<file path="config.mk">
export PLATFORM = sky130hd
export DESIGN_NAME = multdiv_sequencer
export DESIGN_NICKNAME = d
export VERILOG_FILES = /design/src/rtl/multdiv_sequencer.sv
export SDC_FILE = /design/constraint.sdc
export NUM_CORES = 1
export LEC_CHECK = 0
export BUFFER_PORTS_ARGS = -buffer_cell sky130_fd_sc_hd__buf_2
export CAP_MARGIN = 0
export CELL_PAD_IN_SITES_DETAIL_PLACEMENT = 0
export CELL_PAD_IN_SITES_GLOBAL_PLACEMENT = 1
export CORE_UTILIZATION = 40
export DETAILED_ROUTE_END_ITERATION = 16
export PLACE_DENSITY = 0.81
export SLEW_MARGIN = 20
export SYNTH_ARGS = -nofsm -noshare
export SYNTH_HDL_FRONTEND = slang
export SYNTH_SLANG_ARGS = --single-unit
</file>
<file path="constraint.sdc">
create_clock -name clock -period 4.5 [get_ports clock]
set_input_delay 0.9 -clock clock [delete_from_list [all_inputs] [get_ports clock]]
set_output_delay 0.9 -clock clock [all_outputs]
set_load 0.02 [all_outputs]
</file>
<file path="src/rtl/multdiv_sequencer.sv">
// Iterative signed multiply/divide unit: 32-cycle shift-add multiply and restoring divide
// on operand magnitudes, with a pipeline stall request while busy.
module multdiv_sequencer #(
   parameter int WIDTH = 32
) (
   input  logic             clock,
   input  logic             reset,
   input  logic             ctrl_MULT,
   input  logic             ctrl_DIV,
   input  logic [WIDTH-1:0] data_operandA,
   input  logic [WIDTH-1:0] data_operandB,
   output logic [WIDTH-1:0] data_result,
   output logic             data_exception,
   output logic             data_resultRDY,
   output logic             ctrl_stall
);

   typedef enum logic [1:0] {IDLE, MULT, DIV, DONE} state_e;

   localparam logic [4:0] LAST_ITER = 5'(WIDTH - 1);

   state_e             state_q;
   logic [4:0]         cnt_q;
   logic               neg_q;
   logic [WIDTH-1:0]   op_q;
   logic [2*WIDTH-1:0] acc_q;

   logic               accepting;
   logic [WIDTH-1:0]   mag_a, mag_b;
   logic [WIDTH:0]     mul_sum;
   logic [2*WIDTH-1:0] mul_next, prod_signed;
   logic [WIDTH:0]     div_shift;
   logic [WIDTH-1:0]   div_diff, quo_signed;
   logic               div_ge;
   logic [2*WIDTH-1:0] div_next;
   logic               mul_ovf, div_ovf;

   // acc_q holds {partial product, multiplier} for MULT and {remainder, dividend/quotient} for DIV.
   always_comb begin
      accepting   = (state_q == IDLE) || (state_q == DONE);
      mag_a       = data_operandA[WIDTH-1] ? -data_operandA : data_operandA;
      mag_b       = data_operandB[WIDTH-1] ? -data_operandB : data_operandB;
      mul_sum     = {1'b0, acc_q[2*WIDTH-1:WIDTH]} + (acc_q[0] ? {1'b0, op_q} : '0);
      mul_next    = {mul_sum, acc_q[WIDTH-1:1]};
      prod_signed = neg_q ? -mul_next : mul_next;
      mul_ovf     = !((&prod_signed[2*WIDTH-1:WIDTH-1]) || !(|prod_signed[2*WIDTH-1:WIDTH-1]));
      div_shift   = acc_q[2*WIDTH-1:WIDTH-1];
      div_ge      = div_shift >= {1'b0, op_q};
      div_diff    = div_shift[WIDTH-1:0] - op_q;
      div_next    = div_ge ? {div_diff, acc_q[WIDTH-2:0], 1'b1}
                           : {div_shift[WIDTH-1:0], acc_q[WIDTH-2:0], 1'b0};
      quo_signed  = neg_q ? -div_next[WIDTH-1:0] : div_next[WIDTH-1:0];
      // Only a positive quotient can overflow: |q| = 2^31 is representable when negated.
      div_ovf     = !neg_q && div_next[WIDTH-1];
   end

   // NOTE: stall is combinational on the start inputs, so it must be gated by reset explicitly.
   assign ctrl_stall     = reset && ((state_q == MULT) || (state_q == DIV) ||
                                     (accepting && (ctrl_MULT || ctrl_DIV)));
   assign data_resultRDY = (state_q == DONE);

   // NOTE: all state uses non-blocking assignments so every register samples pre-edge values.
   always_ff @(posedge clock or negedge reset) begin
      if (!reset) begin
         state_q        <= IDLE;
         cnt_q          <= '0;
         neg_q          <= 1'b0;
         op_q           <= '0;
         acc_q          <= '0;
         data_result    <= '0;
         data_exception <= 1'b0;
      end else begin
         case (state_q)
            IDLE, DONE: begin
               cnt_q <= '0;
               neg_q <= data_operandA[WIDTH-1] ^ data_operandB[WIDTH-1];
               if (ctrl_MULT) begin
                  op_q    <= mag_a;
                  acc_q   <= {{WIDTH{1'b0}}, mag_b};
                  state_q <= MULT;
               end else if (ctrl_DIV && (data_operandB == '0)) begin
                  op_q           <= '0;
                  acc_q          <= '0;
                  data_result    <= '0;
                  data_exception <= 1'b1;
                  state_q        <= DONE;
               end else if (ctrl_DIV) begin
                  op_q    <= mag_b;
                  acc_q   <= {{WIDTH{1'b0}}, mag_a};
                  state_q <= DIV;
               end else begin
                  state_q <= IDLE;
               end
            end
            MULT: begin
               acc_q <= mul_next;
               cnt_q <= cnt_q + 5'd1;
               if (cnt_q == LAST_ITER) begin
                  data_result    <= prod_signed[WIDTH-1:0];
                  data_exception <= mul_ovf;
                  state_q        <= DONE;
               end
            end
            DIV: begin
               acc_q <= div_next;
               cnt_q <= cnt_q + 5'd1;
               if (cnt_q == LAST_ITER) begin
                  data_result    <= quo_signed;
                  data_exception <= div_ovf;
                  state_q        <= DONE;
               end
            end
            default: state_q <= IDLE;
         endcase
      end
   end

endmodule

</file>
==> impl_metrics.yaml <==
status:
  outcome: "finished with violations"
  violations: "negative setup slack"
layout:
  nets: 2410
  instances_no_fill: 2747
  finalInstanceArea_um2: 18800
  area_growth_pct: 26.4
  drive_above_1_share_pct: 23.7
worst_setup_path:
  r2r_cells: 17
  critPathRequiredTime_ns: 4.82
  cp-start-kind: "register"
  critPathMaxFanout: 4
  crit_type: "reg2reg"
  arrival_ns: 4.85
  crit_chain: "and2_1 > ha_1 > inv_1 > fa_1 > nand2b_4 > a21oi_4 > o21ai_4 > o2111ai_2 > and3_1 > o22ai_1 > or4_4 > or4_4 > a22o_1 > a2111oi_4 > nand4b_1 > nor4_2 > nor3_1"
  r2r_slack_ns: -0.03
  crit_top_cell: "or4_4"
  r2r_end: "data_exception"
  path_delay_family: "simple AND/OR/NAND/NOR gates"
  end_kind: "register"
  r2r_start: "acc_q[0]"
  crit_path_max_incr_delay_ns: 0.56
  crit_path_top_delay_cell: "or4_4"
  path_buf_inv: 1
logic_synthesis:
  yosysTopAreaCellShare_pct: 23.1
  synthXorXnorAreaFrac_pct: 10.5
  synth_mux_area_share_pct: 1.77
  synthArstFlopShare_pct: 100
  ys_types: 90
  synth_top_cell_by_area: "dfrtp_1"
  synth_compound_area_share_pct: 31.5
  syn_inst: 1983
  synth_warnings: 0
  synth_nets: 2126
  synth_top_family_by_area: "compound AO/OA/AOI/OAI gates"
  synthTopCellsByCount: "nand2_1 (197), nor2_1 (183), o21ai_0 (171)"
  syn_area_per_cell_um2: 7.50
  synth-edff-count: 0
  synth_area_leaders: "dfrtp_1 (23%), xnor2_1 (7.2%), ha_1 (6.1%)"
  synth-simple-area-share_pct: 21.0
  ys.flop_type: "dfrtp_1"
  synth_seq_cells: 137
  yosysMostFrequentCell: "nand2_1"
  synthAdderAreaFrac_pct: 6.41
  ys_seq_area_share_pct: 23.1
  synth_area_um2: 14900
hold_path:
  hold_class: "in2async"
placement:
  pre_cts_slack_ns: -0.317
  port_buffers: 102
  place.gp.congestion: 0.970
  dp.cells: 2703
  dpl.hpwl_um: 45400
  placed_area_um2: 17800
floorplanning:
  coreArea_um2: 36600
  initial_core_util_pct: 40.6
  rows: 70
  top_level_ports: 103
  dieArea_um2: 37900
  fp.dieH_um: 195
  die_w_um: 195
detailed_routing:
  post_drt_wl_per_cell_um: 20.6
  num_vias: 16600
  vias_per_cell: 6.05
  drt-initial-drc-count: 1566
  first_pass_iters: 6
  drc_errors: 0
  ant_nets: 0
  wirelength_um: 56500
timing:
  hold_violations: 0
  fin_hold_ws_ns: 0.394
  fin_skew_ns: 0.0134
  fin_crit_sh_pct: 101
  fin_ws_ns: -0.0309
  rsz0062_at_grt: "yes"
  tightest_slew_ns: 1.11
  drv_slew: 0
  max_slew_margin_pct: 25.7
  timing.fmax_mhz: 221
  post-route-min-period_ns: 4.53
  finalSetupViolCount: 1
global_routing:
  grt_pass1_vias: 15700
  antenna_found_initial: 3
  track_usage_pct: 29.6
  grt_start_max_net_pins: 96
  grt_pass1_wl_um: 88500
  grt_overflow: 0
pwr:
  switching_share_pct: 50.7
  ir_worst_vdd_v: 0.000912
  p_clk_share_pct: 11.1
  p_leak_nw: 8.40
  power_density_nw_per_um2: 757
  seqPwrFrac_pct: 15.7
  intPower_mw: 7.01
  combinationalPowerShare_pct: 73.2
  switching_power_mw: 7.20
  p_total_mw: 14.2
cts:
  cts.clk_slew.worst_paths_ns: 0.07
  tritoncts: "built"
  cts-root-buf: "clkbuf_16"
  clock_path_buffers: 2
  cts.sinks: 137
  numCtsBuffers: 17
  cts_max_level: 4
  clk_latency_ns: 0.45
job:
  cap_violations: 0
## cell usage in the layout, fill, tap and decap left out, drive strengths merged, types with 56 or more instances in the layout
| master | count |
|---|---|
| o31ai | 58 |
| a21oi | 156 |
| inv | 78 |
| nand2 | 197 |
| xnor2 | 122 |
| dfrtp | 137 |
| buf | 414 |
| o21ai | 178 |
| ha | 73 |
| xor2 | 56 |
| nor2 | 183 |
## power groups by stage
stage,registers [mW],clock network [mW],logic (mW)
4_1_cts,2.21,1.60,10.1
6_report,2.23,1.58,10.4
3_5_place_dp,2.23,0,10.0
5_1_grt,2.29,1.64,11.3
2_1_floorplan,2.11,0,6.41
3_3_place_gp,2.21,0,9.84
## worst max-delay path by stage
stage                           startpoint             end  slack [ns]  cells past startpoint
final                             acc_q[0]  data_exception       -0.03                     17
after global routing              acc_q[0]  data_exception       -0.24                     16
after CTS                         acc_q[0]  data_exception       -0.04                     17
after detailed placement  data_operandB[1]       acc_q[14]       -0.32                     16
after global placement    data_operandB[1]       acc_q[14]       -0.30                     16
after floorplan                   acc_q[0]  data_exception       -0.05                     18
## sequential cells by signal (all words and copies together) (netlist names)
signal          flops
cnt_q               5
neg_q               1
data_result        32
state_q             2
data_exception      1
op_q               32
acc_q              64
## cells by family after synthesis
logic type	Yosys count
compound gates	701
xor+xnor	178
fa+ha+maj	75
buf+inv	223
flops	137
mux	26
simple gates	643
## layout make-up
class,instances,area (um2)
antenna,1,2.50
tap,468,586
timing repair buffer,414,2930
sequential,137,3430
clock inverter,13,215
fill,3559,17800
multi-input combinational,1623,10900
inverter,74,280
clock buffer,17,425
## what timing repair did
item / 4_1_cts / 5_1_grt
gates resized for setup: 18 / 37
pin swaps: 13 / 10
setup buffers: 6 / 7
hold buffers: 0 / 0
cloned: 0 / 0
setup endpoints to repair: 7 / 21
## through the flow
| stage | TNS (ns) | utilization, % |
|---|---|---|
| 6_report | -0.0309 | 51.3 |
| 5_1_grt | -0.288 | 51.3 |
| 4_1_cts | -0.0363 | 50.8 |
| 3_5_place_dp | -6.26 | 48.6 |
| 3_3_place_gp | -4.18 | 48.6 |
| 2_1_floorplan | -0.0529 | - |
## routing by layer
layer | track usage, % | wire (um) | vias up
li1 | - | - | 7906
met1 | 39.7 | 25200 | 7983
met2 | 48.0 | 25500 | 638
met3 | 5.17 | 4230 | 96
met4 | 9.77 | 1610 | 2
met5 | 0 | 13 | -
(Power assumes the default switching activity.)
